File: config.mk
export PLATFORM = sky130hd
export DESIGN_NAME = risc_toy_fetch
export DESIGN_NICKNAME = d
export VERILOG_FILES = /design/src/rtl/risc_toy_pkg.sv /design/src/rtl/risc_toy_fetch_queue.sv /design/src/rtl/risc_toy_fetch.sv
export SDC_FILE = /design/constraint.sdc
export NUM_CORES = 1
export LEC_CHECK = 0
export BUFFER_PORTS_ARGS = -buffer_cell sky130_fd_sc_hd__buf_4
export CAP_MARGIN = 15
export CORE_MARGIN = 4
export CORE_UTILIZATION = 58
export DETAILED_ROUTE_END_ITERATION = 7
export HOLD_SLACK_MARGIN = 0.06
export PLACE_DENSITY_LB_ADDON = 0.25
export SYNTH_ARGS = -nofsm -noshare
export SYNTH_HDL_FRONTEND = slang
export SYNTH_SLANG_ARGS = --single-unit
File: constraint.sdc
create_clock -name CLK -period 3 [get_ports CLK]
set_input_delay 0 -clock CLK [delete_from_list [all_inputs] [get_ports CLK]]
set_output_delay 0 -clock CLK [all_outputs]
set_load 0.02 [all_outputs]
File: src/rtl/risc_toy_pkg.sv
// Shared constants for the RISC_TOY core family: datapath widths, reset vector and the
// opcode encodings that fetch and decode agree on.
package risc_toy_pkg;

  localparam int unsigned RISC_TOY_AW       = 30;
  localparam int unsigned RISC_TOY_DW       = 32;
  localparam int unsigned RISC_TOY_RESET_PC = 0;

  localparam logic [5:0] OP_ALU    = 6'h00;
  localparam logic [5:0] OP_ALUI   = 6'h01;
  localparam logic [5:0] OP_LOAD   = 6'h02;
  localparam logic [5:0] OP_STORE  = 6'h03;
  localparam logic [5:0] OP_BRANCH = 6'h04;
  localparam logic [5:0] OP_JUMP   = 6'h05;
  localparam logic [5:0] OP_JALR   = 6'h06;
  localparam logic [5:0] OP_SYS    = 6'h3f;

endpackage

File: src/rtl/risc_toy_fetch_queue.sv
// Synchronous FIFO holding fetched {pc, instr} pairs; clear empties it in one cycle and
// takes priority over push and pop.
module risc_toy_fetch_queue
  import risc_toy_pkg::*;
#(
  parameter int unsigned WIDTH = RISC_TOY_AW + RISC_TOY_DW,
  parameter int unsigned DEPTH = 4
) (
  input  logic                     clk,
  input  logic                     rst,
  input  logic                     clear,
  input  logic                     push,
  input  logic [WIDTH-1:0]         push_data,
  input  logic                     pop,
  output logic [$clog2(DEPTH):0]   count,
  output logic [WIDTH-1:0]         head
);

  localparam int unsigned PW = $clog2(DEPTH);

  logic [WIDTH-1:0] mem_q [DEPTH];
  logic [PW-1:0]    wr_ptr_q, rd_ptr_q;
  logic [PW:0]      count_q, count_d;
  logic             do_pop;

  always_comb begin
    do_pop  = pop && (count_q != '0);
    count_d = count_q;
    unique case ({push, do_pop})
      2'b10:   count_d = count_q + (PW + 1)'(1);
      2'b01:   count_d = count_q - (PW + 1)'(1);
      default: count_d = count_q;
    endcase
  end

  always_ff @(posedge clk) begin
    if (rst || clear) begin
      wr_ptr_q <= '0;
      rd_ptr_q <= '0;
      count_q  <= '0;
    end else begin
      // The upstream issue gate must never let a push land on a full queue.
      if (push) begin
        assert (count_q != (PW + 1)'(DEPTH));
      end
      if (push) begin
        wr_ptr_q <= wr_ptr_q + PW'(1);
      end
      if (do_pop) begin
        rd_ptr_q <= rd_ptr_q + PW'(1);
      end
      count_q <= count_d;
    end
  end

  always_ff @(posedge clk) begin
    if (!rst && !clear && push) begin
      mem_q[wr_ptr_q] <= push_data;
    end
  end

  assign count = count_q;
  assign head  = mem_q[rd_ptr_q];

endmodule

File: src/rtl/risc_toy_fetch.sv
// Instruction-fetch front end: one-in-flight request tracker feeding a prefetch queue, with a
// ready/valid handshake to decode and a redirect port that flushes and restarts fetch.
module risc_toy_fetch
  import risc_toy_pkg::*;
#(
  parameter int unsigned AW       = RISC_TOY_AW,
  parameter int unsigned DW       = RISC_TOY_DW,
  parameter int unsigned DEPTH    = 4,
  parameter int unsigned RESET_PC = RISC_TOY_RESET_PC
) (
  input  logic          CLK,
  input  logic          RST,
  output logic          IREQ,
  output logic [AW-1:0] IADDR,
  input  logic [DW-1:0] INSTR,
  input  logic          REDIRECT,
  input  logic [AW-1:0] REDIRECT_ADDR,
  output logic          OUT_VALID,
  input  logic          OUT_READY,
  output logic [DW-1:0] OUT_INSTR,
  output logic [AW-1:0] OUT_PC
);

  localparam int unsigned CW = $clog2(DEPTH) + 1;

  logic [AW-1:0]    fetch_pc_q, inflight_pc_q;
  logic             inflight_q;
  logic [CW-1:0]    count;
  logic [AW+DW-1:0] head;
  logic [CW:0]      occupancy;
  logic             push, pop, valid;

  always_comb begin
    // Queued plus in-flight entries bound the issue so a response always has a free slot.
    occupancy = {1'b0, count} + {{CW{1'b0}}, inflight_q};
    IREQ      = !RST && !REDIRECT && (occupancy < (CW + 1)'(DEPTH));
    IADDR     = RST ? AW'(RESET_PC) : fetch_pc_q;
    valid     = !RST && (count != '0);
    OUT_VALID = valid;
    OUT_PC    = valid ? head[AW+DW-1:DW] : '0;
    OUT_INSTR = valid ? head[DW-1:0] : '0;
    push      = inflight_q && !REDIRECT;
    pop       = valid && OUT_READY;
  end

  always_ff @(posedge CLK) begin
    if (RST) begin
      fetch_pc_q    <= AW'(RESET_PC);
      inflight_q    <= 1'b0;
      inflight_pc_q <= '0;
    end else if (REDIRECT) begin
      fetch_pc_q <= REDIRECT_ADDR;
      inflight_q <= 1'b0;
    end else begin
      inflight_q <= IREQ;
      if (IREQ) begin
        fetch_pc_q    <= fetch_pc_q + AW'(1);
        inflight_pc_q <= fetch_pc_q;
      end
    end
  end

  risc_toy_fetch_queue #(
    .WIDTH (AW + DW),
    .DEPTH (DEPTH)
  ) u_queue (
    .clk       (CLK),
    .rst       (RST),
    .clear     (REDIRECT),
    .push      (push),
    .push_data ({inflight_pc_q, INSTR}),
    .pop       (pop),
    .count     (count),
    .head      (head)
  );

endmodule

# Word-level counts from Yosys, hierarchy flattened
# Memories as Yosys holds them, arrays and structs flattened. A register that Yosys moved wholly into a read port is not among the register bits.
# Cells that the tools add are included.
[word_totals] latch_bits=0 mem_count=1 register_bits=68 out_inout_bits=94 mem_bits_rw=248 romBits=0 wordCells=42
[op_classes] n_mux=10 n_reduce_logical=15 bitwise=1 shifts=0 n_eq_ne=2 addsub=6 div=0 n_mul=0 n_lt_le_gt_ge=1
[memory_table] memory="u_queue.mem_q" words=4 width=62 read_ports=1 rd_ports_with_merged_regs=1 wr=1 line="risc_toy_fetch_queue.sv:21" rtl="logic [WIDTH-1:0] mem_q [DEPTH];"
[ops] op="$mux 30" n=4
[ops] op="$mux 32" n=1
[ops] op="$add 30x1->30 const B" n=1
[ops] op="$logic_and 1x1->1" n=7
[ops] op="$pmux 3 s2" n=1
[ops] op="$add 2x1->2 const B" n=2
[ops] op="$add 3x1->4" n=1
[ops] op="$lt 4x3->1 const B" n=1
[ops] op="$mux 2" n=2
[ops] op="$reduce_bool 2->1" n=2
[ops] op="$add 3x1->3 const B" n=1
[ops] op="$reduce_bool 3->1" n=1
[ops] op="$sub 3x1->3 const B" n=1
[ops] op="$eq 2x1->1 const B" n=1
[ops] op="$eq 2x2->1 const B" n=1
[ops] op="$logic_not 1->1" n=2
[ops] op="$mux 1" n=2
[ops] op="$reduce_and 2->1" n=1
[ops] op="$reduce_or 2->1" n=1
[ops] op="$logic_or 1x1->1" n=1
[ops] op="$not 1->1" n=1

# Logic depth before layout (Yosys ltp)
# Gate-level depths: netlist (run 1).
[depth] word_depth=6 depth_mapped=10 mapped_depth_nobuf=9

# Modules after synthesis
# A second synthesis (run 1) with hierarchy kept.
[hier_totals] hier_cells=822 hier_area_um2=12878.6
[by_module_without_submodules] module="risc_toy_fetch_queue" seq_area_each_um2=7627.3 cells_each=372 area_per_inst_um2=9462.8 n_inst=1
[by_module_without_submodules] module="risc_toy_fetch" seq_area_each_um2=1221.2 cells_each=450 area_per_inst_um2=3415.8 n_inst=1

# Worst setup path before layout (run 1)
# OpenSTA, ideal clock, no wires.
[synth_timing] path_kind="reg2reg" from="register u_queue.wr_ptr_q[0]" to="memory u_queue.mem_q[2][0] (netlist name), enable pin" stages_incl_launch_ff=4 t_arrival_ps=2037 t_required_ps=2573 period_less_slack_ps=2464 path_slack_ps=536 n_path_buf=0 cell_sequence="dfxtp_1 inv_1 ha_1 and3_1"
[synth_rtl] element="from (decl)" line="risc_toy_fetch_queue.sv:22" rtl="logic [PW-1:0] wr_ptr_q, rd_ptr_q;"
[synth_rtl] element="from (signal assigned)" line="risc_toy_fetch_queue.sv:47" rtl="wr_ptr_q <= wr_ptr_q + PW'(1);"
[synth_rtl] element="to (decl)" line="risc_toy_fetch_queue.sv:21"
# Straight into the memory's write port.

# Final worst setup path (run 1)
[layout_timing] from="register inflight_q" to="output IREQ"
[layout_via] elab_chain_len=3
[layout_rtl] element="from (decl)" line="risc_toy_fetch.sv:27" rtl="logic inflight_q;"
[layout_rtl] element="from (signal assigned)" line="risc_toy_fetch.sv:49" rtl="inflight_q <= 1'b0;"
[layout_rtl] element="from (signal assigned)" line="risc_toy_fetch.sv:53" rtl="inflight_q <= 1'b0;"
[layout_rtl] element="from (signal assigned)" line="risc_toy_fetch.sv:55" rtl="inflight_q <= IREQ;"
[layout_rtl] element="$add 3x1->4" line="risc_toy_fetch.sv:35" rtl="occupancy = {1'b0, count} + {{CW{1'b0}}, inflight_q};"
[layout_rtl] element="$lt 4x3->1" line="risc_toy_fetch.sv:36" rtl="IREQ = !RST && !REDIRECT && (occupancy < (CW + 1)'(DEPTH));"
[layout_rtl] element="$logic_and 1x1->1" line="risc_toy_fetch.sv:36"
[layout_rtl] element="to (decl)" line="risc_toy_fetch.sv:13" rtl="output logic IREQ,"
# Every way passes these cells.

==> flow_summary.toml, run 1 <==
[outcome]
outcome = "complete, no violations"

[floorplanning]
die_y_um = 157
row_count = 54
io_pins = 160
start_util = 0.589
design.die.area_sq_um = 24500
core_sq_um = 21800
die_x_um = 157

[finish]
area_delta_synth_final_pct = 26.0
final_nets = 1131
finalInstanceArea_sq_um = 16200
num_antenna_cells = 0
fin_cells = 1362
drive_gt1_frac = 0.282

[global_route]
grt_overflow_total = 0
grt_pass1_wl_um = 42800
first_global_vias = 7949
grt_max_degree = 78
grt_usage = 0.222
antenna_found_initial = 0

[logic_synthesis]
synthCells = 824
yosys-top-cells-count = "edfxtp_1 (248), nand2_1 (81), dfxtp_1 (70), and2_1 (66), mux4_2 (62)"
synth.net_count = 897
synthDistinctLibCells = 43
synth_top_area_cell = "edfxtp_1"
ys_seq_area_frac = 0.690
yosysTopAreaCellShare = 0.581
synth-main-ff-cell = "edfxtp_1"
avgSynthCellArea_sq_um = 15.6
ys_seq_elements = 318
syn_area_sq_um = 12800
ys_top_cells_by_area = "edfxtp_1 (58%), dfxtp_1 (11%), mux4_2 (11%)"
ys_warn_count = 0
yosysMostFrequentCell = "edfxtp_1"
synth-edff-count = 248
async_flop_share = 0

[place]
gp_congestion = 0.795
placed_cell_area_sq_um = 14300
hpwl_um = 16200
placed_cells = 1226
port_buffers = 159

[power]
power_density_nw_per_um2 = 571
p_leak_nw = 5.81
vdd_drop_max_v = 0.000422

[clock_tree]
numCtsBuffers = 31
clock_sinks = 318
cts_root_buf = "clkbuf_16"
clk_pin_slew_worst_paths_ps = 60
htreeDepth = 1
cts_tree = "built"
insertion_delay_ps = 550
clock_path_buffers = 3

[worst_setup_path]
crit_fanout = 16
endpoint_kind = "primary output"
required_ps = 3000
critPathKind = "reg -> out"
arrival_ps = 2440
crit_path_start_kind = "flip-flop"

[detailed_routing]
vias = 7672
drt_iter0_drc = 561
wirelength_um = 27100
avgViaCountPerCell = 5.63
first_pass_iters = 7
ant_nets = 0
drt-wirelength-per-cell_um = 19.9
drc = 0

[timing]
fin_skew_ps = 12.6
period_share = 0.813
tns_ps = 0
slew_violations = 0
rsz0062_at_grt = "no"
worstMarginPinSlew_ps = 949
final-setup-viol-count = 0
fmax_mhz = 410
hold_viol_final = 0
slew_headroom = 0.367
fin_crit_ps = 2440

[job]
cap_violations = 0

[worst_hold_path]
min_path_type = "in -> reg"
[layer usage]
layer,routed length (um),vias to the layer above,global-route usage
li1,-,3549,-
met1,11100,3808,0.302
met2,13900,277,0.380
met3,1620,38,0.0329
met4,498,0,0.0579
met5,0,-,0
[through the flow]
step                utilization  setup WS (ps)  hold WS [ps]  power [mW]
floorplan                     -            536          98.9        5.12
global placement          0.659            858           203        5.29
detailed placement        0.659            799           206        5.30
CTS                       0.743            546           177        9.26
global route              0.743            404           195        9.50
finish                    0.743            561           200        9.22
[layout make-up]
cell class | count | area [sq um]
sequential | 318 | 8860
fill | 1338 | 5600
multi-input combinational | 443 | 3740
timing repair buffer | 253 | 2150
clock buffer | 38 | 802
tap | 280 | 350
clock inverter | 19 | 224
inverter | 11 | 41.3
[sequential cells by signal, indices dropped and copies added, names as in the netlist, named ones only]
name,count
u_queue.wr_ptr_q,2
inflight_q,1
u_queue.count,3
u_queue.mem_q,248
fetch_pc_q,30
inflight_pc_q,30
u_queue.rd_ptr_q,2
[where the power goes]
part           internal, mW  switching (mW)  total [mW]
sequential             4.78          0.0702        4.85
clock                  2.33            1.60        3.92
combinational         0.231           0.212       0.443
[worst paths after layout]
check	endpoint	depth (start not counted)	slack [ps]	from
setup reg to reg	inflight_pc_q[2]$_SDFFE_PP0P_	7	730	inflight_q$_SDFF_PP0_
hold / removal	u_queue.mem_q[0][4]$_DFFE_PP_	2	200	INSTR[4]
setup / recovery	IREQ	5	560	inflight_q$_SDFF_PP0_
hold reg to reg	inflight_pc_q[7]$_SDFFE_PP0P_	2	500	inflight_pc_q[7]$_SDFFE_PP0P_
[timing repair]
action,4_1_cts,5_1_grt
hold endpoints to repair,173,0
setup buffers,0,0
resized for setup,0,0
hold buffers,79,0
[worst max-delay path, cell delays in order, from the launching register on]
cell,delay (ps)
dfxtp_1,430
a31oi_4,450
nand2_1,160
buf_4,220
inv_1,380
buf_4,240
[cell families (layout without fill, tap and decap cells)]
logic type               Yosys count  after routing  synth area share
flip-flops                       318            318             0.690
AND/OR/NAND/NOR                  271            271             0.115
multiplexers                      68             68             0.114
AO/OA/AOI/OAI                     67             67            0.0322
buffers and inverters             63            321            0.0205
XOR/XNOR                          30             30            0.0205
adder cells (fa/ha/maj)            7              7           0.00742
[cells in the final DEF (no fill, tap or decap), drive strengths merged, types with 4 or more instances in the layout]
cell type,count
a211oi,12
a21oi,43
and2,66
and3,9
and4,4
buf,174
bufinv,5
clkbuf,38
clkinv,13
dfxtp,70
dlygate4sd3,79
edfxtp,248
ha,6
inv,12
mux2i,5
mux4,62
nand2,81
nand3,14
nand4,9
nor2,39
nor2b,27
nor3,4
nor4,12
xnor2,26
xor2,4
(Power assumes the default switching activity.)
==> inputs of run 2 (changes only) <==
- CORE_UTILIZATION: 58 -> 52
- clock period: 3 -> 2 ns (I/O delays scaled with it)
==> run 2 against run 1 <==
Effect of this change: the flow now finishes with violations (setup timing); combinational power is 72% higher; die area is 11% higher; register-to-register slack got worse by 650 ps; core utilization is 3.3 points lower; via count grew 2.2%; critical path depth is the same; final area increased by 6.8%; worst hold slack better by 47 ps; non-clock buffer count rose by 37; critical path type unchanged.
==> flow_summary.toml, run 2 (synthesis results as in run 1) <==
[outcome]
outcome = "finished with violations"
violations = "setup timing"

[clock_tree]
htreeDepth = 2
insertion_delay_ps = 500
numCtsBuffers = 34
cts_tree = "built"
clock_path_buffers = 3
cts_root_buf = "clkbuf_16"
clk_pin_slew_worst_paths_ps = 60
clock_sinks = 318

[global_route]
grt_overflow_total = 0
grt_util_met3 = 0.0339
grt_pass1_wl_um = 44500
antenna_found_initial = 0
grt_usage = 0.211
first_global_vias = 8098
use_met1 = 0.284
use_met2 = 0.358
busiest_layer = "met2"
grt_max_degree = 65

[detailed_routing]
wirelength_um = 29000
drc = 0
first_pass_iters = 5
ant_nets = 0
vias = 7837
avgViaCountPerCell = 5.42
drt-wirelength-per-cell_um = 20.0
drt_iter0_drc = 558

[worst_setup_path]
r2r-end = "fetch_pc_q[11]$_SDFFE_PP0P_"
worstReg2RegStart = "fetch_pc_q[9]$_SDFFE_PP0P_"
endpoint_kind = "primary output"
critPathKind = "reg -> out"
arrival_ps = 2020
cpMaxStageDelayCell = "mux4_2"
crit_fanout = 7
crit_path_end = "OUT_PC[17]"
rr_worst_depth = 6
crit_chain = "buf_12 -> clkbuf_16 -> mux4_2 -> and2_4 -> buf_6"
slowest_delay_ps = 520
required_ps = 2000
crit_path_start_kind = "flip-flop"
reg2reg_slack_ps = 80

[finish]
final_common_cell = "edfxtp_1"
n_fill_cell = 1576
layout_common_cells = "edfxtp_1 (248), buf_4 (126), nand2_1 (81)"
num_antenna_cells = 0
area_delta_synth_final_pct = 34.6
final-seq-area_sq_um = 8870
drive_gt1_frac = 0.373
largest_reg_flops = 248
final_nets = 1171
multiInputGateArea_sq_um = 3920
largest_registers = "u_queue.mem_q (248), fetch_pc_q (30), inflight_pc_q (30)"
largest-register = "u_queue.mem_q"

[floorplanning]
row_count = 57
io_pins = 160
die_x_um = 165
die_y_um = 165
start_util = 0.527
design.die.area_sq_um = 27200
core_sq_um = 24300

[timing]
tns_ps = -90.6
setup_ws_ps = -24.9
final-setup-viol-count = 12
slew_violations = 0
slew_headroom = 0.598
hold_viol_final = 0
worstMarginPinSlew_ps = 603
rsz0062_at_grt = "yes"
period_share = 1.01
fin_hold_ws_ps = 247
fmax_mhz = 494
fin_skew_ps = 8.68
fin_crit_ps = 2020

[power]
internal_power_mw = 11.2
power_density_nw_per_um2 = 811
pwr-share-seq = 0.518
vdd_drop_max_v = 0.000476
fin_total_pwr_mw = 14.0
p_sw_frac = 0.202
p_sw_mw = 2.83
p_leak_nw = 6.24
power_frac_comb = 0.055
clkPwrFrac = 0.427

[place]
port_buffers = 159
gp_congestion = 0.790
hpwl_um = 17600

[job]
cap_violations = 0

[worst_hold_path]
min_path_type = "in -> reg"
==> run 2: cell types whose count changed in the layout (fill, tap and decap cells not counted), moves of 5 or more <==
cell,previous run,this run
clkbuf_16,31,40
buf_6,0,62
buf_12,4,19
clkinv_1,7,2
and2_4,0,59
and2_1,66,7
buf_4,170,126
==> run 2: worst min path at each step <==
stage                     startpoint                              to  slack (ps)  depth (start not counted)
after CTS                  INSTR[16]  u_queue.mem_q[0][16]$_DFFE_PP_         230                          2
after detailed placement   INSTR[18]  u_queue.mem_q[0][18]$_DFFE_PP_         210                          1
after floorplan             INSTR[0]   u_queue.mem_q[0][0]$_DFFE_PP_         100                          0
after global routing       INSTR[24]  u_queue.mem_q[0][24]$_DFFE_PP_         240                          2
final                      INSTR[29]  u_queue.mem_q[3][29]$_DFFE_PP_         250                          2
after global placement     INSTR[14]  u_queue.mem_q[3][14]$_DFFE_PP_         200                          1
==> run 2: layout make-up <==
cell class              instances  share of cell area
flip-flops and latches        318               0.514
multi-input cells             443               0.227
repair buffers                290               0.171
clock buffers                  48              0.0553
well taps                     324              0.0235
clock inverters                13             0.00682
inverters                      11             0.00239
==> run 2: stage by stage <==
step                      std cells  setup slack (ps)  area, sq um  utilization
final                          1447             -24.9        17300        0.710
after global routing           1447             -75.8        17300        0.710
after CTS                      1437             -53.2        16900        0.694
after detailed placement       1297              92.5        14800        0.607
after global placement         1297               124        14800        0.607
after floorplan                 824              19.0        12900            -
==> run 2: what timing repair did <==
item,in CTS,in global routing
hold buffers,76,0
cloned,1,6
resized for setup,73,63
endpoints found under the setup margin,63,70
hold endpoints to repair,177,0
buffers inserted,2,5
pin swaps,0,1
==> run 2: power groups by stage <==
| stage | combinational [mW] | sequential [mW] | clock, mW |
|---|---|---|---|
| floorplan | 0.299 | 7.38 | 0 |
| global placement | 0.602 | 7.38 | 0 |
| detailed placement | 0.611 | 7.39 | 0 |
| CTS | 0.752 | 7.25 | 6.08 |
| global route | 0.826 | 7.26 | 6.40 |
| finish | 0.763 | 7.25 | 5.97 |
==> run 2: per-layer routing <==
layer | up-vias | part of all wire | routed length [um]
met2 | 229 | 0.51 | 14700
met1 | 3932 | 0.42 | 12300
met3 | 46 | 0.047 | 1370
li1 | 3630 | - | -
met4 | 0 | 0.023 | 664
met5 | - | 0 | 0
==> run 2: worst max-delay path: cells and delay by family, from the launching register on <==
kind | cells | cell delay (ps)
flip-flops | 1 | 410
multiplexers | 1 | 520
buffers and inverters | 3 | 420
AND/OR/NAND/NOR | 1 | 170
